[src/rtl/pipe_ctrl_pkg.sv]
// Shared constants, the next-PC select encoding and the word-alignment helper
// used by the pipeline control blocks.
package pipe_ctrl_pkg;

   localparam logic [31:0] RESET_PC_DEFAULT   = 32'h0000_3000;
   localparam logic [31:0] EXC_VECTOR_DEFAULT = 32'h0000_4180;
   localparam logic [31:0] PC_STEP            = 32'd4;
   localparam int          MULT_CYCLES_DEFAULT = 5;
   localparam int          DIV_CYCLES_DEFAULT  = 10;

   typedef enum logic [1:0] {
      SEL_SEQ,
      SEL_BR,
      SEL_PEND,
      SEL_EXC
   } pcSel_t;

   function automatic logic [31:0] alignWord(input logic [31:0] addr);
      return {addr[31:2], 2'b00};
   endfunction

endpackage

[src/rtl/md_busy_counter.sv]
// Mult/div occupancy counter: loads the unit latency on an accepted issue,
// counts down to zero and flags busy and a single completion pulse.
module md_busy_counter
   import pipe_ctrl_pkg::*;
#(
   parameter int MULT_CYCLES = MULT_CYCLES_DEFAULT,
   parameter int DIV_CYCLES  = DIV_CYCLES_DEFAULT
) (
   input  logic clock,
   input  logic reset,
   input  logic md_start,
   input  logic md_is_div,
   output logic md_busy,
   output logic md_done
);

   localparam int MAX_CYCLES = (DIV_CYCLES > MULT_CYCLES) ? DIV_CYCLES : MULT_CYCLES;
   localparam int CW = $clog2(MAX_CYCLES + 1);

   logic [CW-1:0] mdCnt;
   logic [CW-1:0] mdCntNext;

   // An issue while the unit is still counting is dropped; ID holds the
   // dependent instruction through md_use instead.
   always_comb begin
      mdCntNext = mdCnt;
      if (md_start && (mdCnt == '0)) begin
         mdCntNext = md_is_div ? CW'(DIV_CYCLES) : CW'(MULT_CYCLES);
      end else if (mdCnt != '0) begin
         mdCntNext = mdCnt - CW'(1);
      end
   end

   // Busy tracks the count that will be held after the edge, so it drops in
   // the same cycle that the done pulse rises.
   always_ff @(posedge clock or posedge reset) begin
      if (reset) begin
         mdCnt   <= '0;
         md_busy <= 1'b0;
         md_done <= 1'b0;
      end else begin
         mdCnt   <= mdCntNext;
         md_busy <= (mdCntNext != '0);
         md_done <= (mdCnt == CW'(1));
      end
   end

endmodule

[src/rtl/pc_sequencer.sv]
// Next-PC controller: picks the fetch address, gates the PC load, kills the
// wrong-path fetch and holds redirects that arrive while the front end is stalled.
module pc_sequencer
   import pipe_ctrl_pkg::*;
#(
   parameter logic [31:0] RESET_PC    = RESET_PC_DEFAULT,
   parameter logic [31:0] EXC_VECTOR  = EXC_VECTOR_DEFAULT,
   parameter int          MULT_CYCLES = MULT_CYCLES_DEFAULT,
   parameter int          DIV_CYCLES  = DIV_CYCLES_DEFAULT
) (
   input  logic        clock,
   input  logic        reset,
   input  logic [31:0] pc_current,
   input  logic        load_use_stall,
   input  logic        branch_taken,
   input  logic [31:0] branch_target,
   input  logic        jump_valid,
   input  logic [31:0] jump_target,
   input  logic        exc_req,
   input  logic        md_start,
   input  logic        md_is_div,
   input  logic        md_use,
   output logic [31:0] next_pc,
   output logic        pc_enable,
   output logic        stall_if_id,
   output logic        flush_if,
   output logic        md_busy,
   output logic        md_done
);

   logic        stall;
   logic        redirect;
   logic [31:0] target;
   logic        pcEnable;
   pcSel_t      pcSel;
   logic [31:0] selPc;
   logic        pendValid;
   logic [31:0] pendTarget;

   md_busy_counter #(
      .MULT_CYCLES(MULT_CYCLES),
      .DIV_CYCLES (DIV_CYCLES)
   ) u_mdBusyCounter (
      .clock    (clock),
      .reset    (reset),
      .md_start (md_start),
      .md_is_div(md_is_div),
      .md_busy  (md_busy),
      .md_done  (md_done)
   );

   // Jumps outrank branches when both resolve in the same ID cycle.
   always_comb begin
      stall    = load_use_stall | (md_busy & md_use);
      redirect = jump_valid | branch_taken;
      target   = jump_valid ? jump_target : branch_target;
      pcEnable = exc_req | ~stall;
   end

   always_comb begin
      pcSel = SEL_SEQ;
      if (exc_req) begin
         pcSel = SEL_EXC;
      end else if (pendValid) begin
         pcSel = SEL_PEND;
      end else if (redirect) begin
         pcSel = SEL_BR;
      end
   end

   always_comb begin
      selPc = pc_current + PC_STEP;
      case (pcSel)
         SEL_EXC:  selPc = EXC_VECTOR;
         SEL_PEND: selPc = pendTarget;
         SEL_BR:   selPc = target;
         default:  selPc = pc_current + PC_STEP;
      endcase
   end

   // While reset is held the PC register keeps loading RESET_PC, so the first
   // fetch after release comes from RESET_PC.
   always_comb begin
      if (reset) begin
         next_pc     = RESET_PC;
         pc_enable   = 1'b1;
         stall_if_id = 1'b0;
         flush_if    = 1'b1;
      end else begin
         next_pc     = alignWord(selPc);
         pc_enable   = pcEnable;
         stall_if_id = stall & ~exc_req;
         flush_if    = pcEnable & (exc_req | pendValid | redirect);
      end
   end

   // Any PC load consumes the held redirect (an exception simply discards it);
   // a redirect seen while stalled is parked, the newest one winning.
   always_ff @(posedge clock or posedge reset) begin
      if (reset) begin
         pendValid  <= 1'b0;
         pendTarget <= '0;
      end else if (pcEnable) begin
         pendValid <= 1'b0;
      end else if (redirect) begin
         pendValid  <= 1'b1;
         pendTarget <= target;
      end
   end

endmodule
[config.mk]
export PLATFORM = sky130hd
export DESIGN_NAME = pc_sequencer
export DESIGN_NICKNAME = d
export VERILOG_FILES = /design/src/rtl/pipe_ctrl_pkg.sv /design/src/rtl/md_busy_counter.sv /design/src/rtl/pc_sequencer.sv
export SDC_FILE = /design/constraint.sdc
export NUM_CORES = 1
export LEC_CHECK = 0
export BUFFER_PORTS_ARGS = -buffer_cell sky130_fd_sc_hd__buf_2
export CAP_MARGIN = 20
export CORE_MARGIN = 2
export CORE_UTILIZATION = 40
export CTS_CLUSTER_DIAMETER = 50
export DETAILED_ROUTE_END_ITERATION = 16
export GPL_TIMING_DRIVEN = 0
export PLACE_DENSITY = 0.76
export SYNTH_ARGS = -nofsm -noshare
export SYNTH_HDL_FRONTEND = slang
export SYNTH_SLANG_ARGS = --single-unit
export TNS_END_PERCENT = 10
[constraint.sdc]
create_clock -name clock -period 2.5 [get_ports clock]
set_clock_uncertainty 0.05 [all_clocks]
set_input_delay 0.375 -clock clock [delete_from_list [all_inputs] [get_ports clock]]
set_output_delay 0.375 -clock clock [all_outputs]
set_load 0.02 [all_outputs]
==> run_summary.xml <==
<?xml version="1.0" encoding="UTF-8"?>
<metrics>
  <group name="power">
    <metric name="switching_power" unit="µW">836</metric>
    <metric name="cellLeakagePower" unit="µW">0.00184</metric>
    <metric name="powerDensity" unit="nW/µm²">518</metric>
    <metric name="share_comb_of_total_power" unit="%">36.7</metric>
    <metric name="power.share.switching" unit="%">37.3</metric>
    <metric name="clock_power_share" unit="%">25.7</metric>
    <metric name="power_frac_seq" unit="%">37.6</metric>
    <metric name="power.internal" unit="µW">1410</metric>
    <metric name="vdd.ir_drop.worst" unit="µV">294</metric>
  </group>
  <group name="clock_tree">
    <metric name="root_buffer" unit="">clkbuf_8</metric>
    <metric name="insertion_delay" unit="ps">300</metric>
    <metric name="cts_tree" unit="">done</metric>
    <metric name="clock_sinks" unit="">37</metric>
    <metric name="cts_max_level" unit="">2</metric>
    <metric name="cts_hold_buf" unit="">0</metric>
    <metric name="ctsLongestPathBuffers" unit="">2</metric>
    <metric name="tritoncts.num_buffers" unit="">5</metric>
    <metric name="clk_transition_reported_paths" unit="ps">90</metric>
  </group>
  <group name="final_layout">
    <metric name="area_growth_syn_to_layout" unit="%">34.5</metric>
    <metric name="insertedDiodeCount" unit="">0</metric>
    <metric name="final_nets" unit="">661</metric>
    <metric name="fillerInstances" unit="">740</metric>
    <metric name="post_route_cells_drive_above_1_share" unit="%">33.8</metric>
    <metric name="fin_util" unit="%">55.7</metric>
    <metric name="final_area" unit="µm²">4330</metric>
  </group>
  <group name="timing">
    <metric name="finalHoldViolations" unit="">0</metric>
    <metric name="maximum_clock_rate" unit="MHz">398</metric>
    <metric name="finalCriticalPeriod" unit="ps">2510</metric>
    <metric name="period_share" unit="%">101</metric>
    <metric name="worst-slew-pin-transition" unit="ps">612</metric>
    <metric name="finalSetupViolCount" unit="">2</metric>
    <metric name="timing.slew.headroom" unit="%">58.9</metric>
    <metric name="final_critical_path_setup_slack" unit="ps">-14.2</metric>
    <metric name="rsz0062_at_grt" unit="">yes</metric>
    <metric name="fin_tns_setup" unit="ps">-22.6</metric>
    <metric name="finalMaxSlewViolations" unit="">0</metric>
  </group>
  <group name="grt">
    <metric name="grt_first_pass_wirelength" unit="µm">17400</metric>
    <metric name="grt_max_degree" unit="">47</metric>
    <metric name="globalRoute.totalOverflow" unit="">0</metric>
    <metric name="first_global_vias" unit="">3553</metric>
    <metric name="antenna_found_initial" unit="">0</metric>
    <metric name="gr-usage-all-layers" unit="%">25.2</metric>
  </group>
  <group name="worst_setup_path">
    <metric name="worstPathMaxFanout" unit="">7</metric>
    <metric name="cp_data_arrival_time" unit="ps">2090</metric>
    <metric name="criticalPathCategory" unit="">flop to output pin</metric>
    <metric name="critical_path.startpoint_type" unit="">flop</metric>
    <metric name="crit_required" unit="ps">2080</metric>
    <metric name="worstSetupEndpointType" unit="">output pin</metric>
  </group>
  <group name="die">
    <metric name="die_width" unit="µm">93.7</metric>
    <metric name="die_y" unit="µm">93.7</metric>
    <metric name="boundaryPins" unit="">142</metric>
    <metric name="core_region_area" unit="µm²">7770</metric>
    <metric name="initial_core_util" unit="%">41.4</metric>
    <metric name="floorplan_die_area" unit="µm²">8780</metric>
    <metric name="std_cell_rows" unit="">32</metric>
  </group>
  <group name="synthesis">
    <metric name="synthXorXnorAreaFrac" unit="%">2.99</metric>
    <metric name="largest_family_of_logic_cells_by_synthesized_area" unit="">simple AND/OR/NAND/NOR gates</metric>
    <metric name="avgSynthCellArea" unit="µm²">7.75</metric>
    <metric name="synth-seq-cells" unit="">37</metric>
    <metric name="synth.cell_area" unit="µm²">3220</metric>
    <metric name="yosys-top-cells-area" unit="">dfrtp_1 29%, mux2i_1 6.2%, nor2_1 5.1%</metric>
    <metric name="synth_seq_area_share" unit="%">28.8</metric>
    <metric name="post_synth_inst_count" unit="">415</metric>
    <metric name="adder_and_majority_gate_portion_of_the_synthesized_area" unit="%">1.17</metric>
    <metric name="synth_edf_count" unit="">0</metric>
    <metric name="synth_top_flop_cell" unit="">dfrtp_1</metric>
    <metric name="ys_types" unit="">51</metric>
    <metric name="synth_simple_gate_area_share" unit="%">29.6</metric>
    <metric name="synth_area_in_compound_gates" unit="%">24.7</metric>
    <metric name="synth-warning-count" unit="">0</metric>
    <metric name="synth.mux.area_fraction" unit="%">6.92</metric>
    <metric name="async_set_or_reset_register_ratio_after_synthesis" unit="%">100</metric>
    <metric name="synth_top_area_share" unit="%">28.8</metric>
    <metric name="synthDominantAreaCellType" unit="">dfrtp_1</metric>
  </group>
  <group name="placed_design">
    <metric name="globalplace.congestion" unit="">0.909</metric>
    <metric name="dpl_cell_area" unit="µm²">4000</metric>
    <metric name="port_buffers" unit="">130</metric>
    <metric name="dp.final_hpwl" unit="µm">8390</metric>
  </group>
  <group name="worst_hold_path">
    <metric name="worst_min_path_class" unit="">input port to flop</metric>
  </group>
  <group name="routing">
    <metric name="drtIter0Drc" unit="">236</metric>
    <metric name="ant_nets" unit="">0</metric>
    <metric name="drt-total-wl" unit="µm">11300</metric>
    <metric name="remaining_drcs" unit="">0</metric>
    <metric name="firstDrtPassIters" unit="">5</metric>
    <metric name="via_density_per_instance" unit="">5.78</metric>
    <metric name="post_drt_wl_per_cell" unit="µm">17.2</metric>
    <metric name="via_count" unit="">3791</metric>
  </group>
  <group name="status">
    <metric name="violated_checks" unit="">negative setup slack</metric>
    <metric name="status" unit="">complete, but fails checks</metric>
  </group>
  <group name="job">
    <metric name="drv_cap" unit="">0</metric>
  </group>
</metrics>
-- Yosys cell counts (3+ instances only) --
cell type / number
nor2_1: 44
dfrtp_1: 37
nand2_1: 34
a21oi_1: 28
clkbuf_1: 23
o211ai_1: 21
mux2i_1: 20
o21ai_0: 19
a31oi_1: 15
nor3_1: 14
nor2b_1: 12
nand2b_1: 11
nor3b_1: 10
inv_1: 9
nand3_1: 8
nand4_1: 8
nor4_1: 8
buf_2: 7
o31ai_1: 7
xnor2_1: 7
or3_1: 6
and2_1: 5
and4_1: 5
a221oi_1: 4
o21a_1: 4
or4_1: 4
xor2_1: 4
a211oi_1: 3
a21o_1: 3
a22oi_1: 3
a311oi_1: 3
ha_1: 3
o221ai_1: 3
-- area by class of cell --
class	instances	area [µm²]	share of cell area, %
buffer	30	180	4.16
tap	102	128	2.95
timing repair buffer	134	711	16.4
multi-input combinational	336	2230	51.5
clock inverter	2	37.5	0.867
sequential	37	927	21.4
inverter	9	33.8	0.781
clock buffer	6	82.6	1.91
-- critical path: stages (launching register included) --
cell and delay, ps:
dfrtp_2 450, or4_4 560, or3_4 360, o311ai_2 230, buf_4 190
-- routing by layer --
| metal | global-route usage [%] | share of wire [%] | vias to the layer above |
|---|---|---|---|
| li1 | - | - | 1815 |
| met1 | 34.4 | 42 | 1759 |
| met2 | 42.0 | 48 | 201 |
| met3 | 4.33 | 8.9 | 16 |
| met4 | 5.56 | 1.1 | 0 |
| met5 | 0 | 0 | - |
-- flip-flops by register name (all words and copies together), names as in the netlist --
register	flops
pendTarget	30
pendValid	1
u_mdBusyCounter.mdCnt	4
u_mdBusyCounter.md_busy	1
u_mdBusyCounter.md_done	1
-- final timing paths --
path / startpoint / endpoint / slack (ps) / depth (start not counted)
max in group asynchronous: reset / pendValid / 1590 / 3
max: pendValid / next_pc[17] / -10 / 4
min: branch_target[23] / pendTarget[23] / 290 / 3
min in group asynchronous: reset / pendTarget[15] / 390 / 3
min reg2reg: pendTarget[16] / pendTarget[16] / 460 / 1
max reg2reg: u_mdBusyCounter.mdCnt[0] / u_mdBusyCounter.md_busy / 430 / 6
-- logic make-up after synthesis --
logic type,after synthesis
compound gates,121
xor+xnor,11
fa+ha+maj,3
buf+inv,43
flops,37
mux,22
other cells,1
simple gates,177
-- timing repair --
item | in CTS | in global routing
gates resized for setup | 32 | 33
pin swaps | 2 | 6
buffers inserted | 2 | 2
endpoints found under the setup margin | 31 | 22
-- stage by stage --
stage / power [µW] / worst slack (ps) / hold WS [ps] / std cells
after floorplan: 1330 / 8.27 / 424 / 416
after global placement: 1600 / -335 / 446 / 648
after detailed placement: 1630 / -331 / 451 / 648
after CTS: 2220 / -28.3 / 291 / 655
after global routing: 2370 / -127 / 303 / 656
final: 2240 / -14.2 / 294 / 656
-- layout by cell type, fill, tap and decap left out, types with 4 or more instances in the layout --
cell	n
o21a_1	4
buf_2	122
nand2_1	34
and4_1	5
nor3b_1	6
nor3_1	14
nand4_1	8
inv_1	9
buf_4	21
a31oi_1	15
nand3_1	8
buf_6	4
and2_1	5
o31ai_1	7
or3_1	5
o21ai_0	18
xnor2_1	7
nor2_1	41
a221oi_1	4
nand2b_1	11
clkbuf_1	12
xor2_1	4
nor2b_1	11
o211ai_1	21
clkbuf_8	6
mux2i_1	20
nor4_1	6
dfrtp_1	36
a21oi_1	28
nor3b_2	4
-- power groups by stage --
stage	Clock (µW)	Combinational, µW	Sequential [µW]
4_1_cts	579	804	837
2_1_floorplan	0	497	836
5_1_grt	602	908	858
3_5_place_dp	0	779	849
6_report	576	823	842
3_3_place_gp	0	756	840
No activity file was read; power rests on OpenSTA's default activity.
